**src/rtl/vga_pkg.sv**
```systemverilog
// Shared VGA timing definitions.
//  - vga_timing_t : one complete horizontal/vertical timing set with sync polarity
//  - VGA_640X480 / VGA_800X600 / VGA_1024X768 : standard 60 Hz modes
//  - POL_NEG / POL_POS : sync polarity encodings
//  - vga_sync_t : sync/blank bundle carried through the pixel-latency pipeline
//  - chan_msbs() : top N bits of an 8-bit colour channel, right-aligned
package vga_pkg;

   localparam bit POL_NEG = 1'b0;
   localparam bit POL_POS = 1'b1;

   typedef struct packed {
      int unsigned h_active;
      int unsigned h_fp;
      int unsigned h_sync;
      int unsigned h_bp;
      int unsigned v_active;
      int unsigned v_fp;
      int unsigned v_sync;
      int unsigned v_bp;
      bit          hs_pol;
      bit          vs_pol;
   } vga_timing_t;

   localparam vga_timing_t VGA_640X480 = '{
      h_active: 640, h_fp: 16, h_sync: 96,  h_bp: 48,
      v_active: 480, v_fp: 10, v_sync: 2,   v_bp: 33,
      hs_pol: POL_NEG, vs_pol: POL_NEG};

   localparam vga_timing_t VGA_800X600 = '{
      h_active: 800, h_fp: 40, h_sync: 128, h_bp: 88,
      v_active: 600, v_fp: 1,  v_sync: 4,   v_bp: 23,
      hs_pol: POL_POS, vs_pol: POL_POS};

   localparam vga_timing_t VGA_1024X768 = '{
      h_active: 1024, h_fp: 24, h_sync: 136, h_bp: 160,
      v_active: 768,  v_fp: 3,  v_sync: 6,   v_bp: 29,
      hs_pol: POL_NEG, vs_pol: POL_NEG};

   // Raw (polarity-free) timing flags for one counter position.
   typedef struct packed {
      logic hs;
      logic vs;
      logic de;
   } vga_sync_t;

   // Keeps the n most significant bits of a channel, right-aligned.
   function automatic logic [7:0] chan_msbs(input logic [7:0] chan, input int n);
      return chan >> (8 - n);
   endfunction

endpackage

```
**src/rtl/vga_hv_counter.sv**
```systemverilog
// Horizontal/vertical position counter with raw timing decode.
//  clk, rst : pixel clock, synchronous active-high reset
//  en       : pixel tick; low holds the position
//  col/line : current fetch position (registers)
//  active   : position lies inside the visible area
//  hs_raw   : position lies inside the horizontal sync window
//  vs_raw   : line lies inside the vertical sync window
module vga_hv_counter #(
   parameter int H_ACTIVE = 640,
   parameter int H_FP     = 16,
   parameter int H_SYNC   = 96,
   parameter int H_BP     = 48,
   parameter int V_ACTIVE = 480,
   parameter int V_FP     = 10,
   parameter int V_SYNC   = 2,
   parameter int V_BP     = 33,
   localparam int H_TOTAL = H_ACTIVE + H_FP + H_SYNC + H_BP,
   localparam int V_TOTAL = V_ACTIVE + V_FP + V_SYNC + V_BP,
   localparam int CW      = $clog2(H_TOTAL),
   localparam int LW      = $clog2(V_TOTAL)
) (
   input  logic          clk,
   input  logic          rst,
   input  logic          en,
   output logic [CW-1:0] col,
   output logic [LW-1:0] line,
   output logic          active,
   output logic          hs_raw,
   output logic          vs_raw
);

   localparam logic [CW-1:0] COL_LAST  = CW'(H_TOTAL - 1);
   localparam logic [LW-1:0] LINE_LAST = LW'(V_TOTAL - 1);
   localparam logic [CW-1:0] HS_START  = CW'(H_ACTIVE + H_FP);
   localparam logic [CW-1:0] HS_END    = CW'(H_ACTIVE + H_FP + H_SYNC);
   localparam logic [LW-1:0] VS_START  = LW'(V_ACTIVE + V_FP);
   localparam logic [LW-1:0] VS_END    = LW'(V_ACTIVE + V_FP + V_SYNC);

   // NOTE: state registers use non-blocking assignments so every flop samples
   // the pre-edge value of its neighbours, independent of statement order.
   always_ff @(posedge clk) begin
      if (rst) begin
         col  <= '0;
         line <= '0;
      end else if (en) begin
         if (col == COL_LAST) begin
            col  <= '0;
            line <= (line == LINE_LAST) ? '0 : line + 1'b1;
         end else begin
            col <= col + 1'b1;
         end
      end
   end

   // vs_raw only depends on line, so it changes at the column wrap.
   assign active = (col < CW'(H_ACTIVE)) && (line < LW'(V_ACTIVE));
   assign hs_raw = (col >= HS_START) && (col < HS_END);
   assign vs_raw = (line >= VS_START) && (line < VS_END);

endmodule

```
**src/rtl/vga_timing_gen.sv**
```systemverilog
// Parametrised VGA sync/colour generator.
//  clk, rst      : pixel clock, synchronous active-high reset (overrides en)
//  en            : pixel tick; low freezes all state and forces strobes low
//  pixel         : fetched pixel {ignored, R, G, B}, valid PIX_LATENCY ticks after COL/LINE
//  COL, LINE     : fetch coordinate to the frame buffer
//  fetch_valid   : COL/LINE inside the active area
//  frame_start   : pulse at fetch (0,0)
//  line_start    : pulse at COL==0 on an active line
//  R, G, B       : registered colour, channel MSBs, zero while blanked
//  HS, VS        : registered syncs with configured polarity
//  inDisplayArea : registered DE aligned with R/G/B
module vga_timing_gen
   import vga_pkg::*;
#(
   parameter int DEEP_COLOR  = 1,
   parameter int H_ACTIVE    = VGA_640X480.h_active,
   parameter int H_FP        = VGA_640X480.h_fp,
   parameter int H_SYNC      = VGA_640X480.h_sync,
   parameter int H_BP        = VGA_640X480.h_bp,
   parameter int V_ACTIVE    = VGA_640X480.v_active,
   parameter int V_FP        = VGA_640X480.v_fp,
   parameter int V_SYNC      = VGA_640X480.v_sync,
   parameter int V_BP        = VGA_640X480.v_bp,
   parameter bit HS_POL      = VGA_640X480.hs_pol,
   parameter bit VS_POL      = VGA_640X480.vs_pol,
   parameter int PIX_LATENCY = 1,
   localparam int H_TOTAL    = H_ACTIVE + H_FP + H_SYNC + H_BP,
   localparam int V_TOTAL    = V_ACTIVE + V_FP + V_SYNC + V_BP,
   localparam int CW         = $clog2(H_TOTAL),
   localparam int LW         = $clog2(V_TOTAL)
) (
   input  logic                  clk,
   input  logic                  rst,
   input  logic                  en,
   input  logic [31:0]           pixel,
   output logic [CW-1:0]         COL,
   output logic [LW-1:0]         LINE,
   output logic                  fetch_valid,
   output logic                  frame_start,
   output logic                  line_start,
   output logic [DEEP_COLOR-1:0] R,
   output logic [DEEP_COLOR-1:0] G,
   output logic [DEEP_COLOR-1:0] B,
   output logic                  HS,
   output logic                  VS,
   output logic                  inDisplayArea
);

   if (DEEP_COLOR < 1 || DEEP_COLOR > 8) begin : g_bad_deep_color
      $fatal(1, "DEEP_COLOR must be 1..8");
   end
   if (PIX_LATENCY < 1 || PIX_LATENCY > 8) begin : g_bad_latency
      $fatal(1, "PIX_LATENCY must be 1..8");
   end
   if (H_FP < 1 || H_SYNC < 1 || H_BP < 1 || V_FP < 1 || V_SYNC < 1 || V_BP < 1)
   begin : g_bad_timing
      $fatal(1, "every porch and sync width must be at least 1");
   end

   logic hs_raw, vs_raw;

   vga_hv_counter #(
      .H_ACTIVE (H_ACTIVE),
      .H_FP     (H_FP),
      .H_SYNC   (H_SYNC),
      .H_BP     (H_BP),
      .V_ACTIVE (V_ACTIVE),
      .V_FP     (V_FP),
      .V_SYNC   (V_SYNC),
      .V_BP     (V_BP)
   ) u_counter (
      .clk    (clk),
      .rst    (rst),
      .en     (en),
      .col    (COL),
      .line   (LINE),
      .active (fetch_valid),
      .hs_raw (hs_raw),
      .vs_raw (vs_raw)
   );

   assign frame_start = fetch_valid && (COL == '0) && (LINE == '0) && en;
   assign line_start  = fetch_valid && (COL == '0) && en;

   // Delays the timing flags so they meet the pixel fetched for the same position.
   vga_sync_t sync_pipe [PIX_LATENCY];
   vga_sync_t sync_dly;

   // NOTE: the pipeline is reset on purpose; a restart must not replay stale
   // sync or DE from the interrupted frame.
   always_ff @(posedge clk) begin
      if (rst) begin
         for (int i = 0; i < PIX_LATENCY; i++) sync_pipe[i] <= '0;
      end else if (en) begin
         sync_pipe[0] <= '{hs: hs_raw, vs: vs_raw, de: fetch_valid};
         for (int i = 1; i < PIX_LATENCY; i++) sync_pipe[i] <= sync_pipe[i-1];
      end
   end

   assign sync_dly = sync_pipe[PIX_LATENCY-1];

   logic [DEEP_COLOR-1:0] r_msb, g_msb, b_msb;
   logic                  unused_pixel_bits;

   assign r_msb = DEEP_COLOR'(chan_msbs(pixel[23:16], DEEP_COLOR));
   assign g_msb = DEEP_COLOR'(chan_msbs(pixel[15:8],  DEEP_COLOR));
   assign b_msb = DEEP_COLOR'(chan_msbs(pixel[7:0],   DEEP_COLOR));
   assign unused_pixel_bits = ^pixel[31:24];

   always_ff @(posedge clk) begin
      if (rst) begin
         R             <= '0;
         G             <= '0;
         B             <= '0;
         HS            <= ~HS_POL;
         VS            <= ~VS_POL;
         inDisplayArea <= 1'b0;
      end else if (en) begin
         // Blanked positions never let the pixel bus reach the pins.
         R             <= sync_dly.de ? r_msb : '0;
         G             <= sync_dly.de ? g_msb : '0;
         B             <= sync_dly.de ? b_msb : '0;
         HS            <= sync_dly.hs ? HS_POL : ~HS_POL;
         VS            <= sync_dly.vs ? VS_POL : ~VS_POL;
         inDisplayArea <= sync_dly.de;
      end
   end

endmodule

```
**config.mk**
```make
export PLATFORM = sky130hd
export DESIGN_NAME = vga_timing_gen
export DESIGN_NICKNAME = d
export VERILOG_FILES = /design/src/rtl/vga_pkg.sv /design/src/rtl/vga_hv_counter.sv /design/src/rtl/vga_timing_gen.sv
export SDC_FILE = /design/constraint.sdc
export NUM_CORES = 1
export LEC_CHECK = 0
export CAP_MARGIN = 20
export CORE_ASPECT_RATIO = 0.5
export CORE_MARGIN = 3
export CORE_UTILIZATION = 44
export CTS_BUF_LIST = sky130_fd_sc_hd__clkbuf_4
export CTS_CLUSTER_DIAMETER = 120
export DETAILED_ROUTE_END_ITERATION = 7
export PLACE_DENSITY = 0.88
export RECOVER_POWER = 50
export SLEW_MARGIN = 20
export SYNTH_ARGS = -nofsm -noshare
export SYNTH_HDL_FRONTEND = slang
export SYNTH_HIERARCHICAL = 1
export SYNTH_SLANG_ARGS = --single-unit
```
**constraint.sdc**
```tcl
create_clock -name clk -period 2.5 [get_ports clk]
set_clock_uncertainty 0.15 [all_clocks]
set_input_delay 0.75 -clock clk [delete_from_list [all_inputs] [get_ports clk]]
set_output_delay 0.75 -clock clk [all_outputs]
set_load 0.05 [all_outputs]
```
Word-level counts from Yosys, hierarchy flattened
Memories as Yosys holds them, arrays and structs flattened.
Index checks and enable logic that the tools add are counted.
- input port bits: 35
- output and inout bits: 29
- RAM bits: 3
- memories: 1
- register bits after elaboration: 26
- memory list (name ; depth ; bits a word ; rd ports ; clocked after Yosys merged registers in ; wr ports ; line ; RTL):
    sync_pipe ; 1 ; 3 ; 1 ; 0 ; 1 ; vga_timing_gen.sv:86 ; vga_sync_t sync_pipe [PIX_LATENCY];
- reductions and logical operators: 11
- order comparisons: 6
- muxes and demuxes: 14
- add/sub/neg operators: 2
- equal/unequal tests: 2
- operator list (operator ; count):
    10-bit by 1-bit adder with 10-bit output (second input constant) ; 2
    10-bit equality test (second input constant) ; 2
    10-bit logical NOT ; 2
    10-bit < comparator (second input constant) ; 2
    10-bit by 9-bit < comparator with 1-bit output (second input constant) ; 2
    10-bit two-way mux ; 2
    1-bit two-way mux ; 11
    10-bit >= comparator (second input constant) ; 1
    10-bit by 9-bit >= comparator with 1-bit output (second input constant) ; 1
    1-bit logical AND ; 7
    3-bit two-way mux ; 1
    3-bit OR reduction ; 1
    2-bit AND reduction ; 1

Logic depth before layout (Yosys ltp)
Gate-level depths: netlist (run 1).
- word-level depth: 5
- gate-level depth with buffers: 7

Hierarchy
Netlist (run 1), hierarchy kept.
- by module, submodules not included (module ; area each (um^2) ; seq. area each (um^2) ; times used ; cells an instance):
    vga_hv_counter ; 1108.6 ; 400.4 ; 1 ; 127
    vga_timing_gen ; 401.6 ; 210.2 ; 1 ; 40

Worst setup path after synthesis (run 1)
OpenSTA, ideal clock, no wires.
- path kind: flip-flop to output port
- from: reg u_counter.line[7]
- to: out frame_start
- cell stages (with the launch flop): 8
- arrival: 2.971 ns
- buffers on the path: 0
- path slack: -1.371 ns
- required time: 1.600 ns
- path through: dfxtp_1 and3_1 nand2_1 nand2_1 nor2_1 nor4b_1 and3_1 and3_1
- word-level cells in the longest chain between the ends: 5
- elaborated cells between the ends (all ways): 6
- those cells by class: order compare: 1; reduce/logical: 5
- ends and longest elaborated chain (element ; line ; RTL):
    start, declared ; vga_hv_counter.sv:26 ; output logic [LW-1:0] line,
    start signal, assigned ; vga_hv_counter.sv:48 ; line <= (line == LINE_LAST) ? '0 : line + 1'b1;
    10-bit by 9-bit < comparator with 1-bit output ; vga_hv_counter.sv:56 ; assign active = (col < CW'(H_ACTIVE)) && (line < LW'(V_ACTIVE));
    1-bit logical AND ; vga_hv_counter.sv:56 ;
    named net fetch_valid ; vga_timing_gen.sv:38 ; output logic fetch_valid,
    1-bit logical AND (3 in series) ; vga_timing_gen.sv:82 ; assign frame_start = fetch_valid && (COL == '0) && (LINE == '0) && en;
    end, declared ; vga_timing_gen.sv:39 ; output logic frame_start,
The timed path passes the listed nets, and every way through them passes these cells.

Worst setup path after layout (run 1)
- from: reg u_counter.line[5]
- to: out frame_start
- word-level cells in the longest chain between the ends: 5
- elaborated cells between the ends (all ways): 6
- those cells by class: order compare: 1; reduce/logical: 5
- ends and longest elaborated chain (element ; line):
    10-bit by 9-bit < comparator with 1-bit output ; vga_hv_counter.sv:56
    1-bit logical AND ; vga_hv_counter.sv:56
    1-bit logical AND ; vga_timing_gen.sv:82
    1-bit logical AND (*) (2 in series) ; vga_timing_gen.sv:82
Mark *: on every way between the ends. The rest lies on a longest branch, timed or not.

==> impl_metrics.toml, run 1 <==
[power]
internal_power_uw = 650
pwr-share-clk_pct = 31.5
p_sw_share_pct = 27.7
seq_power_share_pct = 54.1
p_switching_uw = 249
power_density_nw_per_um2 = 424
p_comb_share_pct = 14.4
p_leak_uw = 0.000877
vdd_drop_max_v = 0.000183

[synth]
synth_cells = 167
synth.cell_area_sq_um = 1510
yosysWarnings = 6
synth.area.top_cells = "dfxtp_1 (34%), edfxtp_1 (6.0%), nand3_1 (4.0%)"
synthFlopType = "dfxtp_1"
synth_top_family_by_area = "simple AND/OR/NAND/NOR gates"
mappedNetlistNets = 206
yosys.area_share.adder_pct = 3.31
synth_mux_area_share_pct = 1.33
synthXorXnorAreaFrac_pct = 5.22
ys_types = 45
synth-simple-area-share_pct = 35.3
async_flop_share_pct = 0
ys_ff_latch = 29
ys_seq_area_share_pct = 40.4
synth_edf_count = 3
avgSynthCellArea_sq_um = 9.04
synth_top_area_share_pct = 34.5
yosys.area.top_type = "dfxtp_1"
synth_compound_area_share_pct = 11.3

[global_route]
grt_pass1_wl_mm = 6.44
overflow = 0
grt_pass1_vias = 1434
antenna_found_initial = 0
grt_start_max_net_pins = 19
grt_usage_pct = 20.7

[run_status]
violations = "negative setup slack"
status = "finished, violations left"

[place]
place_hpwl_mm = 2.83
gp_congestion = 0.858
place_ws_ns = -0.436
placedInstanceArea_sq_um = 2050
io_buffers = 34
placed_cells = 254

[sta]
fin_crit_ns = 2.73
slew_headroom_pct = 59.2
max_freq_ghz = 0.367
rsz0062_at_grt = "true"
slew_violations = 0
tightest_slew_ns = 0.615
setup_violations = 2
finalCritPeriodShare_pct = 109
setup_slack_ns = -0.227
finalHoldViolations = 0

[setup_path]
crit_path_start_kind = "register"
critPathRequiredTime_ns = 1.60
path_max_fanout = 2
worst_setup_path_end_kind = "output pin"
crit_type = "reg2out"
arrival_ns = 1.83

[detailed_routing]
vias = 1482
drtAntennaViolNets = 0
drtPass1Iterations = 4
viasPerCell = 5.63
drt_iter0_drc = 107
drc = 0
wire_per_inst_microns = 15.3
drt-total-wl_mm = 4.02

[floorplanning]
core_area_sq_um = 3140
die_h_microns = 47.4
rows = 14
die_w_microns = 88.9
initial_utilization_pct = 48.2
fp.dieArea_sq_um = 4210
ios = 64

[clock_tree]
cts_tree = "built"
clk_path_buf_depth = 2
root_buffer = "clkbuf_4"
hold_buffers = 0
insertion_delay_ns = 0.33
numCtsBuffers = 5
clk_pin_slew_ns = 0.10
cts_max_level = 2
cts_sinks = 29

[min_path]
min_path_type = "reg2reg"

[finish]
layout-drive-gt1-share_pct = 29.6
area_delta_synth_final_pct = 40.3
final_cells = 263
finalInstanceArea_sq_um = 2120
layout.filler_cells = 254
final_nets = 261
diodes = 0
layout_commonest_cell = "buf_4"
final_cell_mix = "buf_4 (28), dfxtp_1 (20), nor2_1 (12), nand3_1 (12), nand2_1 (10)"

[run]
maxCapViolCount = 0
==> sequential cells by signal, summed over array words and instances (netlist names) <==
register,flops
u_counter/line,10
u_counter/col,10
sync_pipe,3
inDisplayArea,1
HS,1
B,1
R,1
G,1
VS,1
==> timing repair <==
action	CTS	global route
resized for setup	11	1
buffers inserted	1	0
endpoints found under the setup margin	8	2
pin swaps	4	0
==> final cells by class <==
cell class | instances | area [sq um] | share of cell area (%)
Multi-Input combinational cell | 128 | 915 | 43.2
Sequential cell | 29 | 626 | 29.5
Clock buffer | 6 | 45.0 | 2.13
Inverter | 5 | 18.8 | 0.885
Clock inverter | 2 | 10.0 | 0.472
Tap cell | 40 | 50.0 | 2.36
Timing Repair Buffer | 53 | 455 | 21.5
==> critical path: stages, from the launching register on <==
cell and delay (ns):
dfxtp_4 0.35, and3_4 0.19, nand2_4 0.08, nand2_4 0.05, nor2_4 0.08, nor4b_4 0.19, and3_4 0.23, and3_4 0.19
buf_12 0.13
==> stage by stage <==
stage	hold slack [ns]	setup TNS [ns]	power, uW	utilization (%)
after floorplan	0.346	-0.354	566	-
after global placement	0.306	-3.33	623	65.4
after detailed placement	0.310	-4.05	625	65.4
after CTS	0.326	-0.358	907	68.1
after global routing	0.335	-0.456	933	67.6
final	0.322	-0.352	899	67.6
==> kinds of logic (layout without fill, tap and decap cells) <==
kind of cell,Yosys count,after routing
compound gates,27,27
xor+xnor,9,9
fa+ha+maj,4,4
buf+inv,10,66
flops,29,29
mux,2,2
simple gates,86,86
==> power by group through the flow <==
stage / clock, uW / sequential (uW) / combinational [uW]
6_report: 284 / 487 / 129
5_1_grt: 308 / 488 / 137
4_1_cts: 291 / 486 / 130
3_5_place_dp: 0 / 496 / 129
3_3_place_gp: 0 / 496 / 127
2_1_floorplan: 0 / 520 / 46.3
==> synth_stat cells, drive strengths merged, types with 3 or more instances <==
cell and number:
or4 4, edfxtp 3, nor3 4, xor2 6, buf 3, a21oi 7, nand2b 6, and2 4
nand3 12, dfxtp 26, nand2 12, ha 4, o21ai 9, xnor2 3, and3 6, nor2b 3
nor4 3, and4 4, or2 3, a22oi 3, inv 5, nor2 13, nor4b 3
==> routing by layer <==
layer / wire [microns] / global-route usage (%)
met3: 281 / 4.64
met1: 1720 / 24.5
met5: 0 / 0
met2: 1960 / 36.9
met4: 64 / 10.2
==> final timing paths <==
kind / from / end / slack [ns] / cells past startpoint
max reg2reg: u_counter/col[0] / u_counter/line[7] / 0.35 / 5
min: G / G / 0.32 / 2
max: u_counter/line[5] / frame_start / -0.23 / 8
min reg2reg: G / G / 0.32 / 2
No activity file was read; power rests on OpenSTA's default activity.
==> run 2: changes to the inputs <==
ABC_AREA = 1   (was default)
CELL_PAD_IN_SITES_DETAIL_PLACEMENT = 1   (was default)
CELL_PAD_IN_SITES_GLOBAL_PLACEMENT = 1   (was default)
CORE_UTILIZATION = 30   (was 44)
PLACE_DENSITY = 0.86   (was 0.88)
==> impl_metrics.toml, run 2 <==
[detailed_routing]
vias = 1715
drtAntennaViolNets = 0
viasPerCell = 4.67
wire_per_inst_microns = 13.3
drt-total-wl_mm = 4.86
drt_iter0_drc = 57
drtPass1Iterations = 4
drc = 0

[global_route]
met3_usage_pct = 3.86
met1_usage_pct = 19.1
use_met2_pct = 28.1
overflow = 0
grt_pass1_vias = 1762
top_usage_layer = "met2"
grt_pass1_wl_mm = 8.20
antenna_found_initial = 0
grt_usage_pct = 16.2
grt_start_max_net_pins = 14

[finish]
layout-drive-gt1-share_pct = 18.5
top_regs = "u_counter/col: 10 flops, u_counter/line: 10 flops, sync_pipe: 3 flops"
register_area_sq_um = 636
area_delta_synth_final_pct = 37.0
layout.filler_cells = 677
multi_input_area_sq_um = 887
layout_commonest_cell = "nand2_1"
finalCoreUtilization_pct = 44.0
diodes = 0
final_cell_mix = "nand2_1 (61), nor2_1 (42), inv_1 (40)"
final_nets = 335

[setup_path]
reg2reg_setup_slack_ns = 0.60
r2r_cells = 6
timing.rr.end = "u_counter/col[9]"
crit_type = "reg2out"
crit_path_start_kind = "register"
worst_setup_path_end_kind = "output pin"
cp-endpoint = "frame_start"
arrival_ns = 1.74
worstReg2RegStart = "u_counter/col[1]"
critPathRequiredTime_ns = 1.60
crit_start = "u_counter/col[9]"
path_max_fanout = 6

[synth]
synth_edf_count = 3
synth_top_area_share_pct = 31.8
avgSynthCellArea_sq_um = 6.67
ys_seq_area_share_pct = 37.3
synth_cells = 245
yosysWarnings = 6
synthMostInstantiatedCell = "nand2_1"
yosys.area.top_type = "dfxtp_1"
ys_ff_latch = 29
synth.cell_area_sq_um = 1640
async_flop_share_pct = 0
synth.area.top_cells = "dfxtp_1 (32%), nand2_1 (14%), nor2_1 (10%)"
ys_types = 30
mappedNetlistNets = 284
synthFlopType = "dfxtp_1"
yosys-top-cells-count = "nand2_1 (62), nor2_1 (44), inv_1 (40)"

[power]
seq_power_share_pct = 53.7
pwr-share-clk_pct = 33.0
internal_power_uw = 631
p_switching_uw = 262
p_comb_share_pct = 13.3
power_density_nw_per_um2 = 399
p_sw_share_pct = 29.3
vdd_drop_max_v = 0.000202
p_leak_uw = 0.00109

[sta]
tightest_slew_ns = 0.587
setup_violations = 2
rsz0062_at_grt = "true"
finalHoldViolations = 0
tns_ns = -0.258
slew_violations = 0
finalCritPeriodShare_pct = 106
setup_slack_ns = -0.140
slew_headroom_pct = 60.8
fin_crit_ns = 2.64
max_freq_ghz = 0.379

[run_status]
status = "finished, violations left"
violations = "negative setup slack"

[clock_tree]
cts_tree = "built"
hold_buffers = 0
root_buffer = "clkbuf_4"
cts_max_level = 2
cts_sinks = 29
clk_pin_slew_ns = 0.09
numCtsBuffers = 5
insertion_delay_ns = 0.34
clk_path_buf_depth = 2

[floorplanning]
die_w_microns = 110
initial_utilization_pct = 32.1
rows = 18
fp.dieArea_sq_um = 6430
die_h_microns = 58.2
core_area_sq_um = 5090
ios = 64

[place]
gp_congestion = 0.799
place_hpwl_mm = 3.55
io_buffers = 34

[min_path]
min_path_type = "reg2reg"

[run]
maxCapViolCount = 0
[run 2: cell types whose count changed after synthesis, sizes merged, moves of 6 or more]
cell,delta
and3,-6
nand2b,-6
a21oi,+7
nand2,+54
o21ai,-7
nor2,+34
inv,+38
[run 2: cells by family (layout without fill, tap and decap cells)]
logic type | after synthesis | in the layout | share of synthesized area, %
buf+inv | 44 | 96 | 10.6
fa+ha+maj | 4 | 4 | 3.06
compound gates | 19 | 19 | 6.35
flops | 29 | 29 | 37.3
xor+xnor | 2 | 2 | 1.07
simple gates | 147 | 147 | 41.6
[run 2: layout make-up]
| type | instances | share of cell area, % |
|---|---|---|
| Tap cell | 70 | 3.91 |
| Sequential cell | 29 | 28.4 |
| Clock inverter | 2 | 0.447 |
| Clock buffer | 6 | 2.01 |
| Timing Repair Buffer | 45 | 18.3 |
| Multi-Input combinational cell | 172 | 39.6 |
| Inverter | 43 | 7.37 |
[run 2: power by group through the flow]
stage          clock network (uW)  logic (uW)  registers [uW]
6_report                      295         118             480
2_1_floorplan                   0        48.9             514
5_1_grt                       331         127             481
3_3_place_gp                    0         123             492
4_1_cts                       308         124             480
3_5_place_dp                    0         126             493
[run 2: how the worst min path moves through the flow]
stage | endpoint | cells past startpoint | startpoint
after global placement | HS | 1 | sync_pipe[0][2]
after detailed placement | HS | 1 | sync_pipe[0][2]
after CTS | HS | 1 | sync_pipe[0][2]
after global routing | HS | 1 | sync_pipe[0][2]
final | HS | 1 | sync_pipe[0][2]
after floorplan | HS | 1 | sync_pipe[0][2]
[run 2: repair_timing]
item,4_1_cts,5_1_grt
pin swaps,6,1
resized for setup,14,2
gates cloned,0,0
buffers inserted,7,0
setup endpoints to repair,7,3
[run 2: layer usage]
metal	vias up	share of wire [%]
li1	860	-
met5	-	0
met2	33	49
met3	8	3.7
met4	0	2.0
met1	814	46
[run 2: through the flow]
step / total power [uW] / instances / hold WS [ns] / setup slack (ns) / area, sq um
final: 893 / 367 / 0.278 / -0.140 / 2240
after global routing: 940 / 367 / 0.313 / -0.238 / 2240
after CTS: 913 / 367 / 0.284 / -0.164 / 2270
after detailed placement: 618 / 352 / 0.272 / -0.328 / 2170
after global placement: 615 / 352 / 0.253 / -0.322 / 2170
after floorplan: 563 / 245 / 0.249 / -0.327 / 1710
[run 2: critical path, cell delays in order, from the launching register on]
cell       delay (ns)
dfxtp_4          0.38
nand2_2          0.06
inv_2            0.04
a2111oi_4        0.30
nand2_1          0.11
nor2_2           0.12
nand3_2          0.12
nor2_4           0.13
buf_12           0.14
==> run 3: changes to the inputs <==
GPL_ROUTABILITY_DRIVEN = 0   (was default)
TNS_END_PERCENT = 30   (was default)
==> impl_metrics.toml, run 3 (synthesis results as in run 2) <==
[floorplanning]
fp.dieArea_sq_um = 6430
ios = 64
initial_utilization_pct = 32.1
rows = 18
die_w_microns = 110
die_h_microns = 58.2
core_area_sq_um = 5090

[sta]
finalHoldViolations = 0
setup_violations = 2
rsz0062_at_grt = "true"
tightest_slew_ns = 0.587
slew_violations = 0
finalCritPeriodShare_pct = 106
fin_crit_ns = 2.64
setup_slack_ns = -0.140
fin_hold_ws_ns = 0.278
max_freq_ghz = 0.379
slew_headroom_pct = 60.8

[detailed_routing]
vias = 1715
drtPass1Iterations = 4
drc = 0
wl_met2_mm = 2.37
m1WireLength_mm = 2.22
drt-total-wl_mm = 4.86
drtAntennaViolNets = 0
wire_per_inst_microns = 13.3
met3WireLength_microns = 182
drt_iter0_drc = 57
top_layer = "met4"
viasPerCell = 4.67

[place]
placed_cells = 352
placedInstanceArea_sq_um = 2170
place_hpwl_mm = 3.55
io_buffers = 34

[finish]
final_cells = 367
layout.filler_cells = 677
layout_commonest_cell = "nand2_1"
final_cell_mix = "nand2_1 (61), nor2_1 (42), inv_1 (40)"
layout-drive-gt1-share_pct = 18.5
final_nets = 335
multi_input_area_sq_um = 887
finalInstanceArea_sq_um = 2240
area_delta_synth_final_pct = 37.0
diodes = 0
register_area_sq_um = 636
top_regs = "u_counter/col: 10 flops, u_counter/line: 10 flops, sync_pipe: 3 flops"

[setup_path]
worst_setup_path_end_kind = "output pin"
worstReg2RegStart = "u_counter/col[1]"
crit_start = "u_counter/col[9]"
timing.rr.end = "u_counter/col[9]"
cp-endpoint = "frame_start"
crit_path_start_kind = "register"
r2r_cells = 6
arrival_ns = 1.74
path_max_fanout = 6
crit_type = "reg2out"
reg2reg_setup_slack_ns = 0.60
critPathRequiredTime_ns = 1.60

[global_route]
grt_start_max_net_pins = 14
grt_usage_pct = 16.2
overflow = 0
antenna_found_initial = 0
grt_pass1_wl_mm = 8.20
grt_pass1_vias = 1762

[clock_tree]
clk_path_buf_depth = 2
cts_max_level = 2
numCtsBuffers = 5
insertion_delay_ns = 0.34
cts_sinks = 29
root_buffer = "clkbuf_4"
clk_pin_slew_ns = 0.09
cts_tree = "built"
hold_buffers = 0

[power]
power_density_nw_per_um2 = 399
vdd_drop_max_v = 0.000202
p_leak_uw = 0.00109

[run]
maxCapViolCount = 0

[run_status]
status = "finished, violations left"
violations = "negative setup slack"

[min_path]
holdPathStages = 1
min_path_type = "reg2reg"
## run 3: cell counts in the layout (fill, tap and decap cells not counted)
No cell type changed its count.
## run 3: final cells by class
type	instances	share of cell area, %
inverter	43	7.37
timing repair buffer	45	18.3
clock inverter	2	0.447
clock buffer	6	2.01
multi-input combinational	172	39.6
tap	70	3.91
sequential	29	28.4
## run 3: how the worst min path moves through the flow
stage	from	endpoint	slack (ns)
3_5_place_dp	sync_pipe[0][2]	HS	0.27
5_1_grt	sync_pipe[0][2]	HS	0.31
3_3_place_gp	sync_pipe[0][2]	HS	0.25
2_1_floorplan	sync_pipe[0][2]	HS	0.25
6_report	sync_pipe[0][2]	HS	0.28
4_1_cts	sync_pipe[0][2]	HS	0.28
## run 3: worst max-delay path: stages, from the launching register on
cell,delay [ns]
dfxtp_4,0.38
nand2_2,0.06
inv_2,0.04
a2111oi_4,0.30
nand2_1,0.11
nor2_2,0.12
nand3_2,0.12
nor2_4,0.13
buf_12,0.14
## run 3: what timing repair did
item,CTS,global route
pin swaps,6,1
setup endpoints to repair,7,3
setup buffers,7,0
cloned,0,0
resized for setup,14,2
## run 3: through the flow
step                      worst slack, ns  setup TNS, ns  total power [uW]  util (%)
after detailed placement           -0.328         -0.612               618      42.6
after global routing               -0.238         -0.562               940      44.0
after global placement             -0.322         -0.596               615      42.6
after floorplan                    -0.327         -0.564               563         -
final                              -0.140         -0.258               893      44.0
after CTS                          -0.164         -0.307               913      44.6
## run 3: power breakdown
group,internal [uW],switching [uW]
registers,472,8.10
logic,41.9,76.6
clock network,118,177
## run 3: per-layer routing
metal	global-route usage, %	vias to the layer above
li1	-	860
met1	19.1	814
met2	28.1	33
met3	3.86	8
met4	8.25	0
met5	0	-
